### config.mk
export PLATFORM = sky130hd
export DESIGN_NAME = gavgpool_sched_flat
export DESIGN_NICKNAME = d
export VERILOG_FILES = /design/src/rtl/gavgpool_sched_if.sv /design/src/rtl/gavgpool_sched.sv /design/src/flat_wrapper.sv
export SDC_FILE = /design/constraint.sdc
export NUM_CORES = 1
export LEC_CHECK = 0
export ABC_AREA = 1
export CORE_MARGIN = 1.5
export CORE_UTILIZATION = 60
export DETAILED_ROUTE_END_ITERATION = 12
export DONT_BUFFER_PORTS = 1
export PLACE_DENSITY_LB_ADDON = 0.15
export SETUP_SLACK_MARGIN = 0.1
export SYNTH_ARGS = -nofsm -noshare
export SYNTH_HDL_FRONTEND = slang
export SYNTH_SLANG_ARGS = --single-unit
### constraint.sdc
create_clock -name clk -period 3.4 [get_ports clk]
set_input_delay 0.17 -clock clk [delete_from_list [all_inputs] [get_ports clk]]
set_output_delay 0.17 -clock clk [all_outputs]
set_load 0.005 [all_outputs]
### src/rtl/gavgpool_sched_if.sv
// Handshake bundle for the shared pooling scheduler: per-channel sample
// streams on the request side, one tagged result stream on the output side.
interface gavgpool_sched_if #(
    parameter int DATA_WIDTH = 12,
    parameter int NUM_CH     = 4
);
    localparam int CH_WIDTH = $clog2(NUM_CH);

    logic [NUM_CH-1:0]            ch_valid_in;
    logic [NUM_CH-1:0]            ch_ready_in;
    logic [NUM_CH*DATA_WIDTH-1:0] ch_data_in;
    logic                         out_ready;
    logic                         out_valid;
    logic [DATA_WIDTH-1:0]        out_data;
    logic [CH_WIDTH-1:0]          out_ch;

    modport master (
        output ch_valid_in, ch_data_in, out_ready,
        input  ch_ready_in, out_valid, out_data, out_ch
    );

    modport slave (
        input  ch_valid_in, ch_data_in, out_ready,
        output ch_ready_in, out_valid, out_data, out_ch
    );
endinterface

### src/rtl/gavgpool_sched.sv
// Round-robin scheduler sharing one global-average-pooling datapath among
// NUM_CH channels; each grant covers one full window, result tagged by channel.
module gavgpool_sched #(
    parameter int DATA_WIDTH = 12,
    parameter int POOL_SIZE  = 256,
    parameter int NUM_CH     = 4
) (
    input  logic             clk,
    input  logic             rst,
    gavgpool_sched_if.slave  bus
);
    localparam int CH_WIDTH  = $clog2(NUM_CH);
    localparam int SHIFT     = $clog2(POOL_SIZE);
    localparam int ACC_WIDTH = DATA_WIDTH + SHIFT;
    localparam int CNT_WIDTH = SHIFT;

    typedef enum logic {
        IDLE,
        POOL
    } state_t;

    state_t                 state_reg;
    logic [CH_WIDTH-1:0]    grant_reg;
    logic [CH_WIDTH-1:0]    last_grant_reg;
    logic [CNT_WIDTH-1:0]   count_reg;
    logic [ACC_WIDTH-1:0]   acc_reg;
    logic                   out_valid_reg;
    logic [DATA_WIDTH-1:0]  out_data_reg;
    logic [CH_WIDTH-1:0]    out_ch_reg;

    logic [DATA_WIDTH-1:0]  sample_arr [NUM_CH];
    logic [NUM_CH-1:0]      ready_vec;
    logic                   final_sample;
    logic                   slot_free;
    logic                   grant_ready;
    logic                   accept;
    logic [DATA_WIDTH-1:0]  sample;
    logic [ACC_WIDTH-1:0]   sum_next;
    logic                   any_req;
    logic [CH_WIDTH-1:0]    next_grant;

    genvar gi;
    generate
        for (gi = 0; gi < NUM_CH; gi++) begin : g_unpack
            assign sample_arr[gi] = bus.ch_data_in[gi*DATA_WIDTH +: DATA_WIDTH];
        end
    endgenerate

    // The last sample of a window is only taken when the result register can
    // accept the new mean in the same cycle, so no result is ever overwritten.
    assign final_sample = (count_reg == CNT_WIDTH'(POOL_SIZE - 1));
    assign slot_free    = !out_valid_reg || bus.out_ready;
    assign grant_ready  = (state_reg == POOL) && (!final_sample || slot_free);

    generate
        for (gi = 0; gi < NUM_CH; gi++) begin : g_ready
            assign ready_vec[gi] = grant_ready && (grant_reg == CH_WIDTH'(gi));
        end
    endgenerate

    assign bus.ch_ready_in = ready_vec;
    assign sample          = sample_arr[grant_reg];
    assign accept          = grant_ready && bus.ch_valid_in[grant_reg];
    assign sum_next        = acc_reg + ACC_WIDTH'(sample);
    assign any_req         = |bus.ch_valid_in;

    // Round-robin pick: lowest requester above last_grant, else lowest overall.
    always_comb begin
        logic [CH_WIDTH-1:0] hi_idx;
        logic [CH_WIDTH-1:0] lo_idx;
        logic                hi_found;
        hi_idx   = '0;
        lo_idx   = '0;
        hi_found = 1'b0;
        for (int i = NUM_CH - 1; i >= 0; i--) begin
            if (bus.ch_valid_in[i]) begin
                lo_idx = CH_WIDTH'(i);
                if (i > int'(last_grant_reg)) begin
                    hi_idx   = CH_WIDTH'(i);
                    hi_found = 1'b1;
                end
            end
        end
        next_grant = hi_found ? hi_idx : lo_idx;
    end

    always_ff @(posedge clk) begin
        if (rst) begin
            state_reg      <= IDLE;
            grant_reg      <= '0;
            last_grant_reg <= CH_WIDTH'(NUM_CH - 1);
            count_reg      <= '0;
            acc_reg        <= '0;
            out_valid_reg  <= 1'b0;
            out_data_reg   <= '0;
            out_ch_reg     <= '0;
        end else begin
            // A result loaded below in the same cycle overrides this clear.
            if (out_valid_reg && bus.out_ready) begin
                out_valid_reg <= 1'b0;
            end
            case (state_reg)
                IDLE: begin
                    if (any_req) begin
                        grant_reg      <= next_grant;
                        last_grant_reg <= next_grant;
                        acc_reg        <= '0;
                        count_reg      <= '0;
                        state_reg      <= POOL;
                    end
                end
                POOL: begin
                    if (accept) begin
                        if (final_sample) begin
                            out_data_reg  <= sum_next[ACC_WIDTH-1:SHIFT];
                            out_ch_reg    <= grant_reg;
                            out_valid_reg <= 1'b1;
                            acc_reg       <= '0;
                            count_reg     <= '0;
                            state_reg     <= IDLE;
                        end else begin
                            acc_reg   <= sum_next;
                            count_reg <= count_reg + CNT_WIDTH'(1);
                        end
                    end
                end
                default: state_reg <= IDLE;
            endcase
        end
    end

    assign bus.out_valid = out_valid_reg;
    assign bus.out_data  = out_data_reg;
    assign bus.out_ch    = out_ch_reg;
endmodule

### src/flat_wrapper.sv
// flat-port wrapper written by rule: the top's interface ports become plain ports
module gavgpool_sched_flat 
#(
    parameter int DATA_WIDTH = 12,
    parameter int POOL_SIZE  = 256,
    parameter int NUM_CH     = 4
)
  (clk, rst, bus_ch_valid_in, bus_ch_data_in, bus_out_ready, bus_ch_ready_in, bus_out_valid, bus_out_data, bus_out_ch);
  gavgpool_sched_if #(.DATA_WIDTH(DATA_WIDTH), .NUM_CH(NUM_CH)) bus_i ();
  input  logic clk;
  input  logic rst;
  input wire logic [$bits(bus_i.ch_valid_in)-1:0] bus_ch_valid_in;
  input wire logic [$bits(bus_i.ch_data_in)-1:0] bus_ch_data_in;
  input wire logic [$bits(bus_i.out_ready)-1:0] bus_out_ready;
  output wire logic [$bits(bus_i.ch_ready_in)-1:0] bus_ch_ready_in;
  output wire logic [$bits(bus_i.out_valid)-1:0] bus_out_valid;
  output wire logic [$bits(bus_i.out_data)-1:0] bus_out_data;
  output wire logic [$bits(bus_i.out_ch)-1:0] bus_out_ch;
  assign bus_i.ch_valid_in = bus_ch_valid_in;
  assign bus_i.ch_data_in = bus_ch_data_in;
  assign bus_i.out_ready = bus_out_ready;
  assign bus_ch_ready_in = bus_i.ch_ready_in;
  assign bus_out_valid = bus_i.out_valid;
  assign bus_out_data = bus_i.out_data;
  assign bus_out_ch = bus_i.out_ch;
  gavgpool_sched #(.DATA_WIDTH(DATA_WIDTH), .POOL_SIZE(POOL_SIZE), .NUM_CH(NUM_CH)) u_core (.clk(clk), .rst(rst), .bus(bus_i));
endmodule
==> results.yml <==
global_routing:
  grt_max_degree: 35
  antenna_found_initial: 0
  overflow: 0
  grt_use_total: 0.2860
  first_global_vias: 3182
  grt_pass1_wl_mm: 13.61
timing:
  worst_slew_pin_slew_ns: 0.7771
  clock_skew_ns: 0.004683
  worst_slack_ns: 0.5063
  max_slew_margin: 0.4802
  rsz0062_at_grt: "false"
  drv_slew: 0
  setup_violations: 0
  period_needed_ns: 2.894
  fin_crit_sh: 0.8511
  final-hold-violation-count: 0
  fmax_mhz: 345.6
  fin_hold_ws_ns: 0.05127
  tns_ns: 0
route:
  detail_route.wirelength_mm: 8.148
  top_layer: "met4"
  vias: 3274
  drcViolationCount: 0
  drt_first_iter_violations: 158
  wl_per_cell_um: 14.29
  wl_met1_mm: 3.554
  vias_per_cell: 5.744
  dr_wl_met2_mm: 3.823
  antenna_left: 0
  wl_met3_um: 597
  dr.pass1.iters: 5
worst_setup_path:
  arrival_ns: 3.13
  r2r_setup_slack_ns: 0.51
  crit_type: "reg2reg"
  crit_path_max_incr_delay_ns: 0.51
  cp-start-kind: "register"
  endpoint_kind: "register"
  worstPathMaxFanout: 13
  crit_chain: "nor2_2, a22oi_1, nand3_1, ha_1, inv_1, fa_1, inv_1, nand3_1, nand3_1, nand2_1, nand2_1, xor2_1, nand2_1, a21oi_1"
  worst_ep_required_time_ns: 3.64
  cpMaxStageDelayCell: "nor2_2"
die:
  io_pins: 74
  die_w_um: 76.45
  die_h_um: 76.45
  rows: 26
  coreArea_sq_um: 5140
  dieArea_sq_um: 5845
  start_util: 0.6297
clock_tree:
  cts_tree: "built"
  cts_sinks: 48
  cts_setup_buffers: 0
  cts_buffers: 5
  clockRootBuffer: "clkbuf_8"
  holdBufCountCts: 1
  clkLatencyLatePin_ns: 0.30
  clkTransAtPathRegs_ns: 0.09
  clockBufferDepth: 2
  cts_resized: 0
  htreeDepth: 2
worst_hold_path:
  min_path_type: "in2reg"
synthesis:
  ys.flop_type: "dfxtp_1"
  synth_nets: 576
  post-synth-top-count-cell: "nand2_1"
  synth.distinct_cells: 38
  netlist.top_cell.by_area: "dfxtp_1"
  synthTopCellsByArea: "dfxtp_1, nand2_1, nand3_1, a21oi_1, inv_1"
  synth_sequential_area_ratio: 0.2969
  synth-async-reset-ratio: 0
  synth_commonest_cells: "nand2_1, nand3_1, dfxtp_1, inv_1, a21oi_1"
  synthesis.area_sq_um: 3237
  yosysTopAreaCellShare: 0.2969
  ys.warnings.count: 0
  synth_seq_cells: 48
  synth-edff-count: 0
  avgSynthCellArea_sq_um: 6.384
  syn_inst: 507
job:
  max_cap_viol_count: 0
placed_design:
  dpl_cell_area_sq_um: 3221
  place.gp.congestion: 0.9217
  io_buffers: 0
  hpwl_mm: 6.102
  dpl_worst_slack_ns: 0.5815
cells_and_area:
  syn2layout_area_growth_pct: 2.513
  seq_area_sq_um: 960.9
  multi_input_area_sq_um: 1958
  fillers: 526
  largest_register_ffs: 20
  layout.nets: 568
  diodes: 0
  layout-drive-gt1-share: 0.06800
  design_area_sq_um: 3318
power:
  power_leakage_nw: 1.574
  total_power_mw: 1.344
  power-per-cell-area_nw_per_um2: 405.2
  irDropWorstVdd_v: 0.0002863
status:
  status: "completed"
## cell families (layout without fill, tap and decap cells)
family	count (synthesis)	count (layout)	share of synthesized area
adder cells (fa/ha/maj)	14	14	0.05644
XOR/XNOR	4	4	0.01083
flip-flops	48	48	0.2969
AO/OA/AOI/OAI	92	92	0.1662
AND/OR/NAND/NOR	276	276	0.3715
buffers and inverters	73	66	0.09818
## worst paths after layout
check | cells past startpoint | from | endpoint
hold / removal | 3 | bus_out_ready | u_core.bus.out_valid
setup reg to reg | 14 | u_core.grant_reg[1] | u_core.acc_reg[8]
hold reg to reg | 2 | u_core.bus.out_data[8] | u_core.bus.out_data[8]
setup / recovery | 14 | u_core.grant_reg[1] | u_core.acc_reg[8]
## per-layer routing
layer,vias up,GRT usage
li1,1657,-
met1,1461,0.3271
met5,-,0
met3,16,0.07545
met4,0,0.1241
met2,140,0.5000
## power breakdown
group	switching [mW]	total (mW)	internal, mW
clock	0.199	0.342	0.144
sequential	0.0208	0.607	0.587
combinational	0.260	0.395	0.135
## layout by cell type, fill, tap and decap left out, types with 10 or more instances in the layout
cell type and count:
o21ai_0 13, nand2_1 156, dfxtp_1 48, inv_2 10, ha_1 13, nor2_1 35
a22oi_1 21, a21oi_1 38, inv_1 47, o21ai_1 12, nand3_1 54
## stage by stage
step,instances,util
floorplan,507,-
global placement,561,0.6266
detailed placement,561,0.6266
CTS,570,0.6456
global route,570,0.6456
finish,570,0.6456
## final cells by class
cell class / instances / share of cell area
Clock inverter: 3 / 0.005656
Sequential cell: 48 / 0.2896
Inverter: 57 / 0.06448
Tap cell: 70 / 0.02640
Timing Repair Buffer: 1 / 0.003017
Clock buffer: 5 / 0.02074
Multi-Input combinational cell: 386 / 0.5901
## worst max-delay path, delay by kind of cell, from the launching register on
kind	cells	cell delay, ns
flops	1	0.42
xor+xnor	1	0.29
buf+inv	2	0.15
compound gates	2	0.33
fa+ha+maj	2	0.54
simple gates	7	1.12
(Power assumes the default switching activity.)
